**src/rtl/cache_port_arbiter.sv**
```systemverilog
// cache_port_arbiter: shares one cache port among NUM_REQ requesters.
// Round-robin grant, one outstanding transaction, flush has priority,
// and a stall watchdog ends hung transactions with an error ack.
module cache_port_arbiter #(
   parameter int NUM_REQ        = 2,
   parameter int REQ_IDX_W      = (NUM_REQ > 1) ? $clog2(NUM_REQ) : 1,
   parameter int addr_bus_width = 32,
   parameter int data_bus_width = 32,
   parameter int STALL_TIMEOUT  = 255
) (
   input  logic                              clock,
   input  logic                              reset,
   input  logic [NUM_REQ-1:0]                req_rd,
   input  logic [NUM_REQ-1:0]                req_wr,
   input  logic [NUM_REQ*addr_bus_width-1:0] req_addr,
   input  logic [NUM_REQ*data_bus_width-1:0] req_wdata,
   output logic [NUM_REQ-1:0]                req_ack,
   output logic                              req_err,
   output logic [data_bus_width-1:0]         req_rdata,
   input  logic                              flush_req,
   output logic                              flush_ack,
   output logic [addr_bus_width-1:0]         cache_addr,
   output logic [data_bus_width-1:0]         cache_wdata,
   output logic                              cache_rd,
   output logic                              cache_wr,
   output logic                              cache_flush,
   input  logic [data_bus_width-1:0]         cache_rdata,
   input  logic                              cache_stall,
   output logic                              busy,
   output logic [REQ_IDX_W-1:0]              grant_idx
);

   localparam int AW = addr_bus_width;
   localparam int DW = data_bus_width;

   typedef enum logic [2:0] {
      IDLE,
      ISSUE,
      WAIT,
      FLUSH,
      FLUSH_WAIT
   } state_t;

   state_t                 state_q;
   state_t                 state_d;
   logic [REQ_IDX_W-1:0]   last_q;
   logic [REQ_IDX_W-1:0]   gidx_q;
   logic [AW-1:0]          addr_q;
   logic [DW-1:0]          wdata_q;
   logic                   wr_q;
   logic [7:0]             stall_cnt_q;
   logic [NUM_REQ-1:0]     ack_q;
   logic                   err_q;
   logic                   fack_q;
   logic [DW-1:0]          rdata_q;

   logic                   pick_vld;
   logic [REQ_IDX_W-1:0]   pick_idx;
   logic [REQ_IDX_W-1:0]   cand;
   logic                   pick_wr;
   logic [AW-1:0]          pick_addr;
   logic [DW-1:0]          pick_wdata;
   logic                   ack_cycle;
   logic                   timeout;
   logic                   start_req;

   // The cycle carrying an ack pulse is not arbitrated: the acked client
   // still shows its request then and must not be granted a second time.
   assign ack_cycle = (|ack_q) | fack_q;
   assign timeout   = cache_stall && (stall_cnt_q == 8'(STALL_TIMEOUT - 1));
   assign start_req = (state_q == IDLE) && !ack_cycle && !flush_req && pick_vld;

   // Round-robin pick: scan farthest to nearest from last_q so the nearest requester wins.
   always_comb begin
      pick_vld   = 1'b0;
      pick_idx   = '0;
      cand       = '0;
      pick_wr    = 1'b0;
      pick_addr  = '0;
      pick_wdata = '0;
      for (int k = NUM_REQ; k >= 1; k--) begin
         cand = REQ_IDX_W'((int'(last_q) + k) % NUM_REQ);
         if (req_rd[cand] || req_wr[cand]) begin
            pick_vld   = 1'b1;
            pick_idx   = cand;
            pick_wr    = req_wr[cand];
            pick_addr  = req_addr[int'(cand)*AW +: AW];
            pick_wdata = req_wdata[int'(cand)*DW +: DW];
         end
      end
   end

   // State register.
   always_ff @(posedge clock or negedge reset) begin
      if (!reset) begin
         state_q <= IDLE;
      end else begin
         state_q <= state_d;
      end
   end

   // Next-state logic.
   always_comb begin
      state_d = state_q;
      case (state_q)
         IDLE: begin
            if (!ack_cycle) begin
               if (flush_req) begin
                  state_d = FLUSH;
               end else if (pick_vld) begin
                  state_d = ISSUE;
               end
            end
         end
         ISSUE:      state_d = WAIT;
         WAIT:       if (!cache_stall || timeout) state_d = IDLE;
         FLUSH:      state_d = FLUSH_WAIT;
         FLUSH_WAIT: if (!cache_stall || timeout) state_d = IDLE;
         default:    state_d = IDLE;
      endcase
   end

   // Grant latch, stall watchdog, ack pulses and read-data capture.
   always_ff @(posedge clock or negedge reset) begin
      if (!reset) begin
         last_q      <= REQ_IDX_W'(NUM_REQ - 1);
         gidx_q      <= '0;
         addr_q      <= '0;
         wdata_q     <= '0;
         wr_q        <= 1'b0;
         stall_cnt_q <= '0;
         ack_q       <= '0;
         err_q       <= 1'b0;
         fack_q      <= 1'b0;
         rdata_q     <= '0;
      end else begin
         ack_q  <= '0;
         err_q  <= 1'b0;
         fack_q <= 1'b0;
         if (start_req) begin
            last_q  <= pick_idx;
            gidx_q  <= pick_idx;
            addr_q  <= pick_addr;
            wdata_q <= pick_wdata;
            wr_q    <= pick_wr;
         end
         if (state_q == WAIT || state_q == FLUSH_WAIT) begin
            if (!cache_stall || timeout) begin
               stall_cnt_q <= '0;
               if (state_q == WAIT) begin
                  ack_q[gidx_q] <= 1'b1;
                  err_q         <= cache_stall;
                  if (!cache_stall && !wr_q) begin
                     rdata_q <= cache_rdata;
                  end
               end else begin
                  fack_q <= 1'b1;
               end
            end else begin
               stall_cnt_q <= stall_cnt_q + 8'd1;
            end
         end
      end
   end

   assign req_ack     = ack_q;
   assign req_err     = err_q;
   assign req_rdata   = rdata_q;
   assign flush_ack   = fack_q;
   assign cache_addr  = addr_q;
   assign cache_wdata = wdata_q;
   assign cache_rd    = (state_q == ISSUE) && !wr_q;
   assign cache_wr    = (state_q == ISSUE) && wr_q;
   assign cache_flush = (state_q == FLUSH);
   assign busy        = (state_q != IDLE);
   assign grant_idx   = gidx_q;

endmodule
```
**config.mk**
```make
export PLATFORM = sky130hd
export DESIGN_NAME = cache_port_arbiter
export DESIGN_NICKNAME = d
export VERILOG_FILES = /design/src/rtl/cache_port_arbiter.sv
export SDC_FILE = /design/constraint.sdc
export NUM_CORES = 1
export LEC_CHECK = 0
export BUFFER_PORTS_ARGS = -buffer_cell sky130_fd_sc_hd__clkbuf_2
export CORE_AREA = 2 2 106 108
export CTS_CLUSTER_DIAMETER = 60
export CTS_CLUSTER_SIZE = 20
export DETAILED_ROUTE_END_ITERATION = 12
export DIE_AREA = 0 0 108 110
export PLACE_DENSITY_LB_ADDON = 0.1
export SYNTH_ARGS = -nofsm -noshare
export SYNTH_HDL_FRONTEND = slang
export SYNTH_SLANG_ARGS = --single-unit
export TNS_END_PERCENT = 20
```
**constraint.sdc**
```tcl
create_clock -name clock -period 3.2 [get_ports clock]
set_clock_uncertainty 0.2 [all_clocks]
set_input_delay 0.16 -clock clock [delete_from_list [all_inputs] [get_ports clock]]
set_output_delay 0.16 -clock clock [all_outputs]
set_load 0.02 [all_outputs]
```
# Word-level counts from Yosys, hierarchy flattened
# Cells that the tools add are included.
dict set report totals {
  input_bits 168
  output_inout_bits 105
  elab_cells 88
  register_bits 114
}
dict set report classes {
  n_addsub 3
  shift 4
  n_reduce_logical 22
  mux 35
  n_eq_ne 8
  n_bitwise 1
  order_cmp 4
}
# cell n
set ops {}
lappend ops {{64-bit by 7-bit indexed part select with 32-bit output} 4}
lappend ops {{32-bit two-way mux} 4}
lappend ops {{1-bit two-way mux} 21}
lappend ops {{3-bit two-way mux} 4}
lappend ops {{3-bit case mux with 4 select lines} 1}
lappend ops {{8-bit by 1-bit adder with 8-bit output (second input constant)} 1}
lappend ops {{8-bit equality test (second input constant)} 1}
lappend ops {{1-bit logical AND} 8}
lappend ops {{8-bit two-way mux} 1}
lappend ops {{3-bit by 2-bit equality test with 1-bit output (second input constant)} 2}
lappend ops {{1-bit by 2-bit less-than comparator with 1-bit output (second input constant)} 3}
lappend ops {{2-bit two-way mux} 3}
lappend ops {{1-bit zero test} 4}
lappend ops {{1-bit logical OR} 4}
lappend ops {{4-bit AND reduction} 1}
lappend ops {{2-bit OR reduction} 2}
lappend ops {{3-bit by 1-bit equality test with 1-bit output (second input constant)} 1}
lappend ops {{3-bit equality test (second input constant)} 1}
lappend ops {{3-bit zero test} 1}
lappend ops {{3-bit != test (second input constant)} 1}
lappend ops {{3-bit AND reduction} 1}
lappend ops {{3-bit nonzero test} 1}
lappend ops {{1-bit adder (second input constant)} 2}
lappend ops {{2-bit by 1-bit != test with 1-bit output (second input constant)} 1}
lappend ops {{4 further kinds} 4}

# Logic depth before layout (Yosys ltp)
dict set report depth {
  word_depth 10
  depth_mapped 7
  mapped_depth_nobuf 6
}

# Least setup slack after synthesis
# Ideal clock, no wire load.
dict set report synth_timing {
  path_kind {reg2reg}
  from {reg state_q[0]}
  to {reg rdata_q[0], in the netlist req_rdata[0]}
  setup_time_ns 0.125
  path_buffers 3
  setup_slack_ns 1.307
  required_time_ns 2.875
  period_less_slack_ns 1.893
  path_stages_with_launch 8
  t_arrival_ns 1.567
  path_cell_list {dfrtp_1 > buf_2 > nor2b_4 > nand2b_1 > or3_1 > buf_6 > buf_12 > mux2_4}
}
dict set report synth_via {
  elab_chain_len 3
  word_cells_on_any_way 4
  classes_between {eq/ne: 2; reduce/logical: 2}
}
# element line_no
set synth_lines {}
lappend synth_lines {{from (decl)} 44} ;# state_t state_q;
lappend synth_lines {{from (signal assigned)} 98} ;# state_q <= state_d;
lappend synth_lines {{3-bit by 2-bit equality test with 1-bit output or 3-bit equality test (tied branches)} {147, 150}}
lappend synth_lines {{1-bit logical OR} 147} ;# if (state_q == WAIT || state_q == FLUSH_WAIT) begin
lappend synth_lines {{4-bit AND reduction (no source line) *} n/a}
lappend synth_lines {{to (signal assigned)} 154} ;# rdata_q <= cache_rdata;
lappend synth_lines {{to (decl)} 55} ;# logic [DW-1:0] rdata_q;
# Mark *: on every way between the ends. The rest lies on a longest branch, timed or not.
# A chain may end at the register's enable or synchronous reset.

# Worst setup path after layout
dict set report layout_timing {
  from {reg last_q}
  to {reg addr_q[6], in the netlist cache_addr[6]}
}
dict set report layout_via {
  elab_chain_len 7
  word_cells_on_any_way 19
  classes_between {add/sub: 2; shift: 2; mux: 12; reduce/logical: 3}
}
# element line_no
set layout_lines {}
lappend layout_lines {{from (decl)} 46} ;# logic [REQ_IDX_W-1:0] last_q;
lappend layout_lines {{from (signal assigned)} 126} ;# last_q <= REQ_IDX_W'(NUM_REQ - 1);
lappend layout_lines {{from (signal assigned)} 141} ;# last_q <= pick_idx;
lappend layout_lines {{branches (longest 7 deep; another with 1-bit adder)} n/a}
lappend layout_lines {{to (signal assigned)} 143} ;# addr_q <= pick_addr;
lappend layout_lines {{to (decl)} 48} ;# logic [AW-1:0] addr_q;
# Several ways; the timed one is not identified. The select of a mux whose other input is x is not followed.

==> results.yml <==
logic_synthesis:
  synth_seq_cells: 114
  synth_compound_area_share_pct: 18.64
  yosysMostFrequentCell: "dfrtp_1"
  synth-edff-count: 0
  synthArstFlopShare_pct: 100.0
  synth_xor_area_share_pct: 0.1706
  synth_fa_ha_area_share_pct: 0.4874
  yosys.area.top_type: "dfrtp_1"
  synth_nets: 625
  yosysSeqAreaShare_pct: 55.59
  synth_top_family_by_area: "compound AO/OA/AOI/OAI gates"
  synthFlopType: "dfrtp_1"
  avgSynthCellArea_um2: 11.28
  syn-cell-area_mm2: 0.005134
  yosys.area_share.simple_pct: 10.46
  yosys_warnings: 0
  synth_cells: 455
  synth_area_leaders: "dfrtp_1 (55%), a22oi_1 (9.4%), mux2_4 (8.8%)"
  synth_top_area_share_pct: 55.08
  ys_types: 45
  muxShareOfSynthArea_pct: 9.432
  synth_common_cells: "dfrtp_1 (113), nand2_1 (77), o21ai_0 (69), a22oi_1 (64), mux2_4 (30)"
clock_network:
  cts_root_buffer: "clkbuf_8"
  numCtsBuffers: 17
  ctsLongestPathBuffers: 2
  numClockSinks: 114
  h-tree-depth: 4
  cts_tree: "done"
  hold_buffers: 169
  worst_skew_pair.late_latency_ps: 520
  postCtsSetupRepairBufs: 0
  clkTransAtPathRegs_ps: 60
  post_cts_resized: 0
pwr:
  p_leak_nw: 4.433
  p_per_area_mw_per_mm2: 930.9
  finalPower_mw: 8.164
  peakVddDrop_uv: 747.6
floorplanning:
  io-pin-count: 273
  die_area_mm2: 0.01188
  start_util_pct: 47.99
  dieHeight_um: 110
  rows: 38
  die_width_um: 108
  core_mm2: 0.01070
layout:
  diodes: 0
  final_util_pct: 81.98
  areaGrowthSynthToFinish_pct: 70.83
  layout.nets: 1053
  drive_gt1_share_pct: 38.73
  stdcell_count: 1036
  fillCellCount: 616
  final_area_mm2: 0.008770
place:
  dpl.cell_count: 835
  gp_congestion: 0.7687
  dpl.hpwl_mm: 9.860
  placed_cell_area_mm2: 0.006506
  portBuffers: 272
  dpl_worst_slack_ps: 791.8
routing:
  wirelength_mm: 18.06
  vias_per_cell: 5.264
  drt_iter0_drc: 293
  avgRoutedWirePerCell_um: 17.43
  drc_errors: 0
  detail_route.first_pass.iterations: 5
  antenna_left: 0
  vias: 5454
critical_path:
  path_cells: "o21a_2, buf_12, a22oi_1, dlygate4sd3_1, o21ai_0"
  cp.arrival_ps: 2920
  required_ps: 3410
  path_delay_family: "compound AO/OA/AOI/OAI gates"
  rr_worst_depth: 5
  crit_path_top_delay_cell: "dfstp_2"
  worstSetupStartpointType: "flop"
  critical_path_peak_fanout: 35
  crit_cells: 5
  crit_path_max_incr_delay_ps: 610
  path_class: "flop to flop"
  cp-end-kind: "flop"
  worst-path-buf-inv: 2
sta:
  timing.fmax_mhz: 370.3
  setup_violations: 0
  final.min_clock_period_ps: 2701
  relSlewSlack_pct: 33.06
  max_slew.worst_pin.slew_ps: 1004
  rsz0062_at_grt: "no"
  hold_slack_ps: 46.81
  hold_violations: 0
  finalWorstSetupSlack_ps: 499.3
  fin_crit_sh_pct: 84.40
  slew_viol_final: 0
  fin_setup_tns_ps: 0
status:
  status: "finished clean"
grt:
  grt_usage_pct: 30.36
  antenna_found_initial: 0
  grt_pass1_vias: 5706
  grt_max_degree: 135
  overflow: 0
  grt_pass1_wl_mm: 27.59
job:
  maxCapViolCount: 0
min_path:
  hp-class: "primary input to async pin"
layout by cell type, fill, tap and decap left out, types with 2 or more instances in the layout:
cell           synthesis  final
a31oi_1                2      2
nor2_1                 6      6
o31ai_1                3      3
bufinv_16              0      2
and2_1                 2      2
ha_1                   2      2
clkbuf_2               0    271
mux2_2                 3      3
dfrtp_1              113    113
nor3_1                 2      2
buf_12                 3      3
buf_4                  2      3
o21ai_0               69     69
a21oi_1                3      3
dlygate4sd3_1          0    169
clkinvlp_4             0      4
inv_1                  2      2
a22oi_1               64     64
or4_1                  2      2
o311ai_0               2      2
clkbuf_8               0      4
mux2_4                30     30
clkbuf_16              0     16
clkbuf_1              15      3
nand2_1               77     77
nand3_1                8      8
clkinv_2               0      3
nor4b_1                2      2
nand2b_1               4      4
flip-flops by register name (all words and copies together), names as in the netlist, 2 cells and up:
register	flops
cache_addr	32
cache_wdata	32
req_ack	2
req_rdata	32
stall_cnt_q	8
state_q	3
report_power, final:
part	switching [mW]	internal (mW)	leakage, nW
sequential	0.478	2.11	1.42
combinational	2.11	1.64	2.74
clock	0.656	1.16	0.270
metal layers:
layer	vias up	part of all wire, %	global-route usage, %
met3	62	7.3	9.524
met5	-	0	0
li1	2498	-	-
met1	2617	37	33.37
met4	0	3.8	14.74
met2	277	52	53.50
final timing paths:
check	startpoint	end	slack, ps
hold reg to reg	cache_wdata[29]	cache_wdata[29]	280
max in group asynchronous	reset	cache_addr[19]	2000
setup reg to reg	last_q	cache_addr[6]	500
min in group clock	req_rd[1]	grant_idx	80
hold / removal	reset	req_ack[1]	50
setup / recovery	last_q	cache_addr[6]	500
cells by family (layout without fill, tap and decap cells):
kind of cell             count (synthesis)  in the layout
XOR/XNOR                                 1              1
flip-flops                             114            114
AO/OA/AOI/OAI                          151            151
adder cells (fa/ha/maj)                  2              2
multiplexers                            33             33
buffers and inverters                   39            480
AND/OR/NAND/NOR                        115            115
worst register-to-register path, stage by stage, from the launching register on:
cell and delay [ps]:
dfstp_2 610, o21a_2 590, buf_12 280, a22oi_1 100
dlygate4sd3_1 600, o21ai_0 230
cell type report:
| class | instances | area (um2) | share of cell area (%) |
|---|---|---|---|
| tap | 140 | 175.2 | 1.997 |
| clock inverter | 9 | 105.1 | 1.198 |
| clock buffer | 23 | 466.7 | 5.322 |
| inverter | 2 | 7.507 | 0.08560 |
| timing repair buffer | 446 | 3131 | 35.70 |
| multi-input combinational | 302 | 2031 | 23.16 |
| sequential | 114 | 2854 | 32.54 |
Note: power is estimated with default switching activity, not from simulation.
